[src/rtl/spi_sensor_master.sv]
// SPI mode-0 read-only master: one DATA_WIDTH-bit sample per accepted request,
// shifted in MSB-first and presented on dato with a one-cycle dato_valid strobe.
module spi_sensor_master #(
    parameter int CLK_DIV    = 5,
    parameter int DATA_WIDTH = 16,
    parameter int CS_SETUP   = 2
) (
    input  logic                  clk,
    input  logic                  rst,
    input  logic                  send_spi,
    input  logic                  miso,
    output logic                  sclk,
    output logic                  cs_n,
    output logic [DATA_WIDTH-1:0] dato,
    output logic                  dato_valid,
    output logic                  busy
);

    localparam int CntW = (CS_SETUP > 1) ? $clog2(CS_SETUP) : 1;
    localparam int DivW = $clog2(CLK_DIV);
    localparam int BitW = $clog2(DATA_WIDTH + 1);

    typedef enum logic [1:0] {StIdle, StSetup, StShift, StHold} state_t;

    state_t                state_q, state_d;
    logic [CntW-1:0]       cnt_q, cnt_d;
    logic [DivW-1:0]       div_q, div_d;
    logic [BitW-1:0]       bit_q, bit_d;
    logic [DATA_WIDTH-1:0] shift_q, shift_d;
    logic [DATA_WIDTH-1:0] dato_q, dato_d;
    logic                  sclk_q, sclk_d;
    logic                  cs_n_q, cs_n_d;
    logic                  valid_q, valid_d;
    logic                  busy_q, busy_d;
    logic                  miso_s1_q, miso_s2_q;

    // State and output registers, plus the 2-FF miso synchronizer.
    always_ff @(posedge clk) begin
        if (rst) begin
            state_q   <= StIdle;
            cnt_q     <= '0;
            div_q     <= '0;
            bit_q     <= '0;
            shift_q   <= '0;
            dato_q    <= '0;
            sclk_q    <= 1'b0;
            cs_n_q    <= 1'b1;
            valid_q   <= 1'b0;
            busy_q    <= 1'b0;
            miso_s1_q <= 1'b0;
            miso_s2_q <= 1'b0;
        end else begin
            state_q   <= state_d;
            cnt_q     <= cnt_d;
            div_q     <= div_d;
            bit_q     <= bit_d;
            shift_q   <= shift_d;
            dato_q    <= dato_d;
            sclk_q    <= sclk_d;
            cs_n_q    <= cs_n_d;
            valid_q   <= valid_d;
            busy_q    <= busy_d;
            miso_s1_q <= miso;
            miso_s2_q <= miso_s1_q;
        end
    end

    // Next-state logic: CS setup, SCLK generation/sampling, CS hold, completion.
    always_comb begin
        state_d = state_q;
        cnt_d   = cnt_q;
        div_d   = div_q;
        bit_d   = bit_q;
        shift_d = shift_q;
        dato_d  = dato_q;
        sclk_d  = sclk_q;
        cs_n_d  = cs_n_q;
        valid_d = 1'b0;
        busy_d  = busy_q;

        case (state_q)
            StIdle: begin
                if (send_spi) begin
                    state_d = StSetup;
                    cs_n_d  = 1'b0;
                    busy_d  = 1'b1;
                    shift_d = '0;
                    bit_d   = '0;
                    cnt_d   = '0;
                end
            end
            StSetup: begin
                if (cnt_q == CntW'(CS_SETUP - 1)) begin
                    state_d = StShift;
                    div_d   = '0;
                    cnt_d   = '0;
                end else begin
                    cnt_d = cnt_q + CntW'(1);
                end
            end
            StShift: begin
                if (div_q == DivW'(CLK_DIV - 1)) begin
                    div_d  = '0;
                    sclk_d = ~sclk_q;
                    if (!sclk_q) begin
                        // Rising edge: sample the synchronized data bit.
                        shift_d = {shift_q[DATA_WIDTH-2:0], miso_s2_q};
                        bit_d   = bit_q + BitW'(1);
                    end else if (bit_q == BitW'(DATA_WIDTH)) begin
                        // Falling edge after the last rise: sclk is now parked low.
                        state_d = StHold;
                        cnt_d   = '0;
                    end
                end else begin
                    div_d = div_q + DivW'(1);
                end
            end
            StHold: begin
                if (cnt_q == CntW'(CS_SETUP - 1)) begin
                    state_d = StIdle;
                    cs_n_d  = 1'b1;
                    busy_d  = 1'b0;
                    dato_d  = shift_q;
                    valid_d = 1'b1;
                end else begin
                    cnt_d = cnt_q + CntW'(1);
                end
            end
            default: state_d = StIdle;
        endcase
    end

    assign sclk       = sclk_q;
    assign cs_n       = cs_n_q;
    assign dato       = dato_q;
    assign dato_valid = valid_q;
    assign busy       = busy_q;

endmodule

[config.mk]
export PLATFORM = sky130hd
export DESIGN_NAME = spi_sensor_master
export DESIGN_NICKNAME = d
export VERILOG_FILES = /design/src/rtl/spi_sensor_master.sv
export SDC_FILE = /design/constraint.sdc
export NUM_CORES = 1
export LEC_CHECK = 0
export BUFFER_PORTS_ARGS = -buffer_cell sky130_fd_sc_hd__buf_4
export CELL_PAD_IN_SITES_DETAIL_PLACEMENT = 1
export CELL_PAD_IN_SITES_GLOBAL_PLACEMENT = 2
export CORE_AREA = 10 10 103 105
export DETAILED_ROUTE_END_ITERATION = 12
export DIE_AREA = 0 0 113 115
export PLACE_DENSITY = 0.57
export SLEW_MARGIN = 10
export SYNTH_ARGS = -nofsm -noshare
export SYNTH_HDL_FRONTEND = slang
export SYNTH_SLANG_ARGS = --single-unit
[constraint.sdc]
create_clock -name clk -period 1.9 [get_ports clk]
set_input_delay 0.57 -clock clk [delete_from_list [all_inputs] [get_ports clk]]
set_output_delay 0.57 -clock clk [all_outputs]
set_load 0.02 [all_outputs]
# Word level (Yosys, flattened, before mapping)
# Cells that the tools add are included.
totals:
  reg_bits: 49
  latch_bits: 0
  ram_bits: 0
  mem_bits_ro: 0
  in_bits: 4
  output_inout_bits: 20
  elab_cells: 72
  mem_count: 0
op_classes:
  add_sub_neg: 3
  n_mul: 0
  div: 0
  n_lt_le_gt_ge: 0
  eq_ne: 12
  shift: 0
  mux: 31
  bitwise_logic: 2
  reduce_logical: 12
op_table:
  columns: ["cell", "count"]
  rows:
  - ["16-bit 2-to-1 mux", 3]
  - ["16-bit one-hot mux with 2 select lines", 1]
  - ["5-bit 2-to-1 mux", 3]
  - ["2-bit != test (second input constant)", 7]
  - ["2-bit 2-to-1 mux", 6]
  - ["1-bit 2-to-1 mux", 10]
  - ["5-bit one-hot mux with 2 select lines", 1]
  - ["2-bit one-hot mux with 4 select lines", 1]
  - ["4-bit AND reduction", 2]
  - ["3-bit 2-to-1 mux", 2]
  - ["3-bit one-hot mux with 2 select lines", 1]
  - ["2-bit AND reduction", 3]
  - ["6-bit AND reduction", 1]
  - ["2-bit nonzero test", 3]
  - ["5-bit by 1-bit adder with 5-bit output (second input constant)", 1]
  - ["5-bit equality test (second input constant)", 1]
  - ["2-bit equality test (second input constant)", 2]
  - ["1-bit one-hot mux with 2 select lines", 2]
  - ["1-bit one-hot mux with 4 select lines", 1]
  - ["3-bit by 1-bit adder with 3-bit output (second input constant)", 1]
  - ["3-bit equality test (second input constant)", 1]
  - ["3-bit AND reduction", 1]
  - ["2-bit by 1-bit equality test with 1-bit output (second input constant)", 1]
  - ["2-bit zero test", 1]
  - ["3 further kinds", 4]

# Depth between registers and ports, before layout
# Gate-level depths: netlist (run 1).
depth:
  ltp_word: 5
  ltp_mapped: 8
  depth_no_buf: 6

# Least setup slack after synthesis (run 1)
# No wires, ideal clock.
synth_timing:
  kind: "reg2reg"
  startpoint: "register state_q[0]"
  endpoint: "register shift_q[13]"
  setup_time_ps: 128
  arrival_time_ps: 1543
  slack_ps: 229
  stages_incl_launch_ff: 9
  path_cell_list: "dfxtp_1 > inv_1 > ha_1 > mux2i_1 > a21oi_1 > buf_4 > buf_6 > mux2i_1 > nor2_1"
synth_between:
  elab_chain_len: 3
synth_rtl:
  columns: ["item", "line", "text"]
  rows:
  - ["start: declaration", "25", "state_t state_q, state_d;"]
  - ["start signal: assignment", "40", "state_q <= StIdle;"]
  - ["start signal: assignment", "53", "state_q <= state_d;"]
  - ["2-bit equality test or 2-bit zero test (tied branches)", "81", "case (state_q)"]
  - ["2-bit != test (no source line) or 2-bit nonzero test (tied branches)", null, null]
  - ["4-bit AND reduction (no source line)", null, null]
  - ["end signal: assignment", "57", "shift_q <= shift_d;"]
  - ["end: declaration", "29", "logic [DATA_WIDTH-1:0] shift_q, shift_d;"]
# Parallel ways exist; a longest one is shown, timed or not.
# A chain may end at the register's enable or synchronous reset.

# Final worst setup path (run 1)
layout_timing:
  startpoint: "register state_q[1]"
  endpoint: "register state_q[1]"
layout_between:
  elab_chain_len: 3
layout_rtl:
  columns: ["item", "line"]
  rows:
  - ["2-bit equality test, or another cell as far along", "81"]
  - ["2-bit != test (no source line)", null]
  - ["6-bit AND reduction (no source line)", null]
# Parallel ways exist; a longest one is shown, timed or not.

==> impl_metrics.env, run 1 <==
export IMPL_p_sw_uw=837
export IMPL_p_int_mw=1.66
export IMPL_clkPwrFrac_pct=25.0
export IMPL_path_max_fanout=4
export IMPL_relSlewSlack_pct=70.7
export IMPL_die_height_um=115
export IMPL_wirelength_um=5110
export IMPL_outcome="finished clean"
export IMPL_diodes=0
export IMPL_numCtsBuffers=5
export IMPL_swShare_pct=33.6
export IMPL_grt_max_degree=25
export IMPL_rsz0062_at_grt="no"
export IMPL_ant_nets=0
export IMPL_ios=24
export IMPL_vdd_drop_max_mv=0.348
export IMPL_postCtsHoldBufs=0
export IMPL_worst_r2r_startpoint="state_q[1]"
export IMPL_seq_power_share_pct=44.8
export IMPL_synth_cell_type_count=38
export IMPL_cts_max_path_buffers=2
export IMPL_gp_congestion=0.772
export IMPL_grt_antenna_before_repair=0
export IMPL_die_w_um=113
export IMPL_slew_violations=0
export IMPL_start_util_pct=24.7
export IMPL_grt_overflow=0
export IMPL_clock_sinks=49
export IMPL_io_buffers=23
export IMPL_root_buffer="clkbuf_8"
export IMPL_skew_ns=0.00658
export IMPL_ys_seq_elements=49
export IMPL_crit_path_top_delay_cell="or4b_1"
export IMPL_async_reset_ff_share_pct=0
export IMPL_placed_area_um2=2450
export IMPL_ctsHtreeMaxLevel=2
export IMPL_comb_power_share_pct=30.3
export IMPL_syn_nets=254
export IMPL_timing_worst_setup_path_type="reg -> reg"
export IMPL_period_share_pct=94.7
export IMPL_syn_cell_area_um2=2110
export IMPL_area_growth_syn_to_layout_pct=20.8
export IMPL_grt_pass1_wl_um=8640
export IMPL_drc=0
export IMPL_tightest_slew_ns=0.433
export IMPL_avgSynthCellArea_um2=8.72
export IMPL_yosys_area_top_type_share_pct=46.5
export IMPL_max_freq_mhz=556
export IMPL_fin_nets=283
export IMPL_finalSetupViolCount=0
export IMPL_insertion_delay_ns=0.30
export IMPL_post_route_cell_area_um2=2550
export IMPL_worst_path_largest_cell_delay_ns=0.48
export IMPL_avgViaCountPerCell=4.39
export IMPL_syn_instance_count=242
export IMPL_std_cell_rows=34
export IMPL_yosys_top_cells_area="dfxtp_1 47%, mux2i_1 7.6%, nand2_1 6.9%"
export IMPL_finalHoldViolCount=0
export IMPL_synth_top_area_cell="dfxtp_1"
export IMPL_vias=1665
export IMPL_fill_cells=1038
export IMPL_cts_tree="built"
export IMPL_ys_warn_count=0
export IMPL_ys_flop_type="dfxtp_1"
export IMPL_cp_end_kind="register"
export IMPL_gr_usage_all_layers_pct=8.07
export IMPL_required_ns=2.12
export IMPL_first_pass_iters=2
export IMPL_path_clk_slew_ns=0.10
export IMPL_p_leak_nw=0.986
export IMPL_layout_setup_ws_ns=0.0999
export IMPL_grt_pass1_vias=1801
export IMPL_dieArea_um2=13000
export IMPL_fin_hold_ws_ns=0.454
export IMPL_crit_path_cell_trace="inv_1, ha_1, o21ba_1, a211o_1, or4b_1, o31ai_1"
export IMPL_hp_start="miso_s1_q"
export IMPL_drive_gt1_share_pct=16.6
export IMPL_hp_class="reg -> reg"
export IMPL_period_minus_slack_ns=1.80
export IMPL_setup_tns_ns=0
export IMPL_dp_hpwl_um=3590
export IMPL_post_place_ws_ns=0.102
export IMPL_drt_wirelength_per_cell_um=13.5
export IMPL_drt_iter0_markers=24
export IMPL_final_util_pct=29.8
export IMPL_crit_start="state_q[1]"
export IMPL_worstPathArrival_ns=2.02
export IMPL_core_area_um2=8550
export IMPL_p_per_area_nw_per_um2=979
export IMPL_synth_edf_count=0
export IMPL_ys_seq_area_share_pct=46.5
export IMPL_worstSetupStartpointType="register"
export IMPL_cap_viol_max_count=0
## kinds of logic (layout without fill, tap and decap cells)
kind of cell	Yosys count	in the layout	synth area share, %
AND/OR/NAND/NOR	100	100	21.4
flip-flops	49	49	46.5
AO/OA/AOI/OAI	41	41	12.6
buffers and inverters	22	51	4.51
multiplexers	17	17	8.13
adder cells (fa/ha/maj)	8	8	4.75
XOR/XNOR	5	5	2.08
## per-layer routing
metal | share of wire [%] | vias to the layer above | wire length, µm | GRT usage [%]
met5 | 0 | - | 0 | 0
met2 | 50 | 17 | 2580 | 14.4
met4 | 1.1 | 0 | 55 | 3.05
met3 | 3.6 | 4 | 184 | 2.29
met1 | 45 | 787 | 2290 | 8.90
li1 | - | 857 | - | -
## cell usage in the layout (no fill, tap or decap), drive strengths merged, types with 7 or more instances in the layout
| master | synthesis | layout |
|---|---|---|
| nand2 | 39 | 39 |
| a21oi | 22 | 22 |
| ha | 8 | 8 |
| mux2i | 16 | 16 |
| nor2b | 7 | 7 |
| nor2 | 31 | 31 |
| dfxtp | 49 | 49 |
| inv | 9 | 9 |
| buf | 5 | 35 |
| and2 | 15 | 15 |
## synthesized netlist by cell type, types with 2 or more instances
master,number
nand2_1,39
nor2_1,31
dfxtp_1,49
a21oi_1,22
o21bai_1,2
buf_1,2
and2_1,15
nand2b_1,2
a211oi_1,3
clkbuf_1,8
ha_1,8
xnor2_1,4
nor2b_1,7
mux2i_1,16
a32oi_1,2
nand3_1,2
inv_1,9
## power by group through the flow
| stage | clock [mW] | combinational, mW | sequential (mW) |
|---|---|---|---|
| after CTS | 0.661 | 0.754 | 1.12 |
| after detailed placement | 0 | 0.750 | 1.14 |
| after global placement | 0 | 0.747 | 1.14 |
| after floorplan | 0 | 0.527 | 1.15 |
| final | 0.623 | 0.754 | 1.12 |
| after global routing | 0.701 | 0.846 | 1.12 |
## per-stage QoR
stage / cells / power [mW]
floorplan: 242 / 1.68
global route: 379 / 2.67
finish: 379 / 2.49
detailed placement: 372 / 1.89
CTS: 379 / 2.53
global placement: 372 / 1.89
## state kept, by name (all words and copies together) (netlist names)
| signal | count |
|---|---|
| state_q | 2 |
| sclk | 1 |
| cnt_q | 1 |
| dato_valid | 1 |
| busy | 1 |
| miso_s2_q | 1 |
| miso_s1_q | 1 |
| dato | 16 |
| cs_n | 1 |
| bit_q | 5 |
| div_q | 3 |
| shift_q | 16 |
## worst max-delay path, delay by kind of cell, from the launching register on
kind            cells  cell delay, ns
compound gates      3            0.56
buf+inv             1            0.09
fa+ha+maj           1            0.22
flops               1            0.37
simple gates        1            0.48
## path summary, 6_finish.rpt
path | to | slack [ns] | cells after the start
setup / recovery | state_q[1] | 0.1 | 6
hold reg to reg | miso_s2_q | 0.45 | 1
setup reg to reg | state_q[1] | 0.1 | 6
hold / removal | miso_s2_q | 0.45 | 1
## layout make-up
| cell class | count | area (µm²) | share of cell area, % |
|---|---|---|---|
| clock buffers | 5 | 68.8 | 2.70 |
| clock inverters | 2 | 16.3 | 0.638 |
| inverters | 9 | 33.8 | 1.33 |
| multi-input cells | 171 | 1050 | 41.1 |
| flip-flops and latches | 49 | 981 | 38.5 |
| well taps | 108 | 135 | 5.30 |
| repair buffers | 35 | 267 | 10.5 |
## repair_timing
action                                  in CTS  in global routing
resized for setup                            0                  3
endpoints found under the setup margin       0                  6
buffers inserted                             0                  0
Power figures use the tool's default switching activity.
==> run 2, diff against run 1 <==
--- a/config.mk
+++ b/config.mk
@@ -5,13 +5,14 @@
 export SDC_FILE = /design/constraint.sdc
 export NUM_CORES = 1
 export LEC_CHECK = 0
+export ABC_AREA = 1
 export BUFFER_PORTS_ARGS = -buffer_cell sky130_fd_sc_hd__buf_4
 export CELL_PAD_IN_SITES_DETAIL_PLACEMENT = 1
 export CELL_PAD_IN_SITES_GLOBAL_PLACEMENT = 2
-export CORE_AREA = 10 10 103 105
+export CORE_AREA = 10 10 104 106
 export DETAILED_ROUTE_END_ITERATION = 12
-export DIE_AREA = 0 0 113 115
-export PLACE_DENSITY = 0.57
+export DIE_AREA = 0 0 114 116
+export PLACE_DENSITY = 0.6
 export SLEW_MARGIN = 10
 export SYNTH_ARGS = -nofsm -noshare
 export SYNTH_HDL_FRONTEND = slang
==> run 2 against run 1 <==
Register-to-register slack gained 0.097 ns; non-clock buffer count shrank 5; routed wire length grew 2.6%; sequential cell count is the same; sequential share of layout area is the same; clock skew grew 0.0036 ns; final cell count grew 12%; cell area is the same; die area grew 1.8%; area after synthesis grew 1.1%; critical endpoint is now shift_q[11].
==> impl_metrics.env, run 2 <==
export IMPL_syn_cell_area_um2=2130
export IMPL_p_total_mw=4.15
export IMPL_grt_overflow=0
export IMPL_multi_input_area_um2=923
export IMPL_final_cell_mix="49 x nand2_1, 49 x nor2_1, 49 x dfxtp_1, 39 x inv_1, 29 x buf_4"
export IMPL_clock_sinks=49
export IMPL_wirelength_um=5240
export IMPL_relSlewSlack_pct=79.1
export IMPL_io_buffers=23
export IMPL_synth_top_area_cell="dfxtp_1"
export IMPL_cp_common_cell="nand2_1"
export IMPL_synth_common_cells="49 x dfxtp_1, 49 x nand2_1, 49 x nor2_1"
export IMPL_ctsHtreeMaxLevel=2
export IMPL_ys_seq_area_share_pct=46.0
export IMPL_core_area_um2=8680
export IMPL_drt_wirelength_per_cell_um=12.4
export IMPL_die_height_um=116
export IMPL_p_leak_nw=1.13
export IMPL_timing_worst_setup_path_type="reg -> reg"
export IMPL_finalHoldViolCount=0
export IMPL_ys_warn_count=0
export IMPL_worstPathArrival_ns=1.92
export IMPL_synth_edf_count=0
export IMPL_fill_cells=1077
export IMPL_p_per_area_nw_per_um2=1630
export IMPL_skew_ns=0.0101
export IMPL_crit_path_cell_trace="inv_1, ha_1, nand2_1, nand2_1, a21oi_4, buf_12, o21ai_0, nand2_1, nor2_1"
export IMPL_max_freq_mhz=587
export IMPL_gr_usage_all_layers_pct=8.36
export IMPL_first_pass_iters=4
export IMPL_grt_antenna_before_repair=0
export IMPL_cts_max_path_buffers=2
export IMPL_cts_tree="built"
export IMPL_grt_pass1_wl_um=9090
export IMPL_path_max_fanout=34
export IMPL_crit_buf_inv=2
export IMPL_ctsResizeCount=0
export IMPL_avgViaCountPerCell=4.30
export IMPL_ios=24
export IMPL_required_ns=2.12
export IMPL_dp_hpwl_um=3800
export IMPL_worstSetupStartpointType="register"
export IMPL_syn_nets=302
export IMPL_vdd_drop_max_mv=0.456
export IMPL_crit_path_top_delay_cell="dfxtp_1"
export IMPL_seq_area_um2=981
export IMPL_drt_iter0_markers=57
export IMPL_vias=1823
export IMPL_path_clk_slew_ns=0.10
export IMPL_avgSynthCellArea_um2=7.35
export IMPL_cp_end_kind="register"
export IMPL_period_share_pct=89.6
export IMPL_numCtsBuffers=5
export IMPL_yosys_area_top_type_share_pct=46.0
export IMPL_outcome="finished clean"
export IMPL_finalSetupViolCount=0
export IMPL_yosys_top_cells_area="dfxtp_1 46%, nand2_1 8.6%, nor2_1 8.6%"
export IMPL_setup_tns_ns=0
export IMPL_grt_pass1_vias=1881
export IMPL_rsz0062_at_grt="no"
export IMPL_async_reset_ff_share_pct=0
export IMPL_period_minus_slack_ns=1.70
export IMPL_ys_flop_type="dfxtp_1"
export IMPL_grt_max_degree=35
export IMPL_path_delay_family="flip-flops"
export IMPL_fin_nets=327
export IMPL_std_cell_rows=34
export IMPL_hp_class="reg -> reg"
export IMPL_gp_congestion=0.730
export IMPL_area_growth_syn_to_layout_pct=19.5
export IMPL_insertion_delay_ns=0.31
export IMPL_drc=0
export IMPL_ys_seq_elements=49
export IMPL_tightest_slew_ns=0.311
export IMPL_post_cts_buffers=0
export IMPL_postCtsHoldBufs=0
export IMPL_diodes=0
export IMPL_die_w_um=114
export IMPL_root_buffer="clkbuf_8"
export IMPL_syn_instance_count=290
export IMPL_synth_cell_type_count=21
export IMPL_ant_nets=0
export IMPL_worst_path_largest_cell_delay_ns=0.39
export IMPL_start_util_pct=24.6
export IMPL_cap_viol_max_count=0
export IMPL_dieArea_um2=13200
export IMPL_drive_gt1_share_pct=13.9
export IMPL_slew_violations=0
-- run 2: area by class of cell --
type,instances,share of cell area [%]
Clock buffer,6,2.85
Clock inverter,2,1.52
Inverter,42,6.28
Multi-Input combinational cell,187,36.2
Sequential cell,49,38.5
Tap cell,108,5.30
Timing Repair Buffer,30,9.33
-- run 2: worst register-to-register path, cell delays in order (launching register included) --
cell	delay [ns]
dfxtp_1	0.39
inv_1	0.09
ha_1	0.25
nand2_1	0.11
nand2_1	0.16
a21oi_4	0.18
buf_12	0.19
o21ai_0	0.14
nand2_1	0.07
nor2_1	0.04
-- run 2: logic make-up (layout without fill, tap and decap cells) --
group           Yosys count  in the layout  synth area share (%)
fa+ha+maj                 8              8                  4.70
compound gates           61             61                  14.8
buf+inv                  54             80                  11.0
xor+xnor                  2              2                 0.822
flops                    49             49                  46.0
simple gates            116            116                  22.6
-- run 2: stage by stage --
| stage | hold WS, ns | util [%] | std cells | instance area, µm² | setup slack, ns |
|---|---|---|---|---|---|
| 2_1_floorplan | 0.388 | - | 290 | 2130 | 0.343 |
| 3_3_place_gp | 0.402 | 28.0 | 416 | 2430 | 0.237 |
| 3_5_place_dp | 0.407 | 28.0 | 416 | 2430 | 0.175 |
| 4_1_cts | 0.421 | 29.3 | 424 | 2540 | 0.162 |
| 5_1_grt | 0.443 | 29.4 | 424 | 2550 | 0.0107 |
| 6_report | 0.412 | 29.4 | 424 | 2550 | 0.197 |
-- run 2: worst paths after layout --
| kind | start | end | slack (ns) | depth (start not counted) |
|---|---|---|---|---|
| hold / removal | miso_s1_q | miso_s2_q | 0.41 | 2 |
| hold reg to reg | miso_s1_q | miso_s2_q | 0.41 | 2 |
| setup / recovery | state_q[1] | shift_q[11] | 0.20 | 9 |
| setup reg to reg | state_q[1] | shift_q[11] | 0.20 | 9 |
-- run 2: metal layers --
metal  part of all wire, %  GRT usage [%]
met1                    48           10.0
met2                    47           14.0
met3                   3.9           2.64
met4                   1.2           2.51
met5                     0              0
-- run 2: where the power goes --
part	internal (mW)	leakage [nW]	total, mW	switching (mW)
Clock	0.396	0.0554	0.769	0.373
Sequential	1.27	0.400	1.40	0.128
Combinational	0.714	0.673	1.98	1.27
Total	2.38	1.13	4.15	1.77
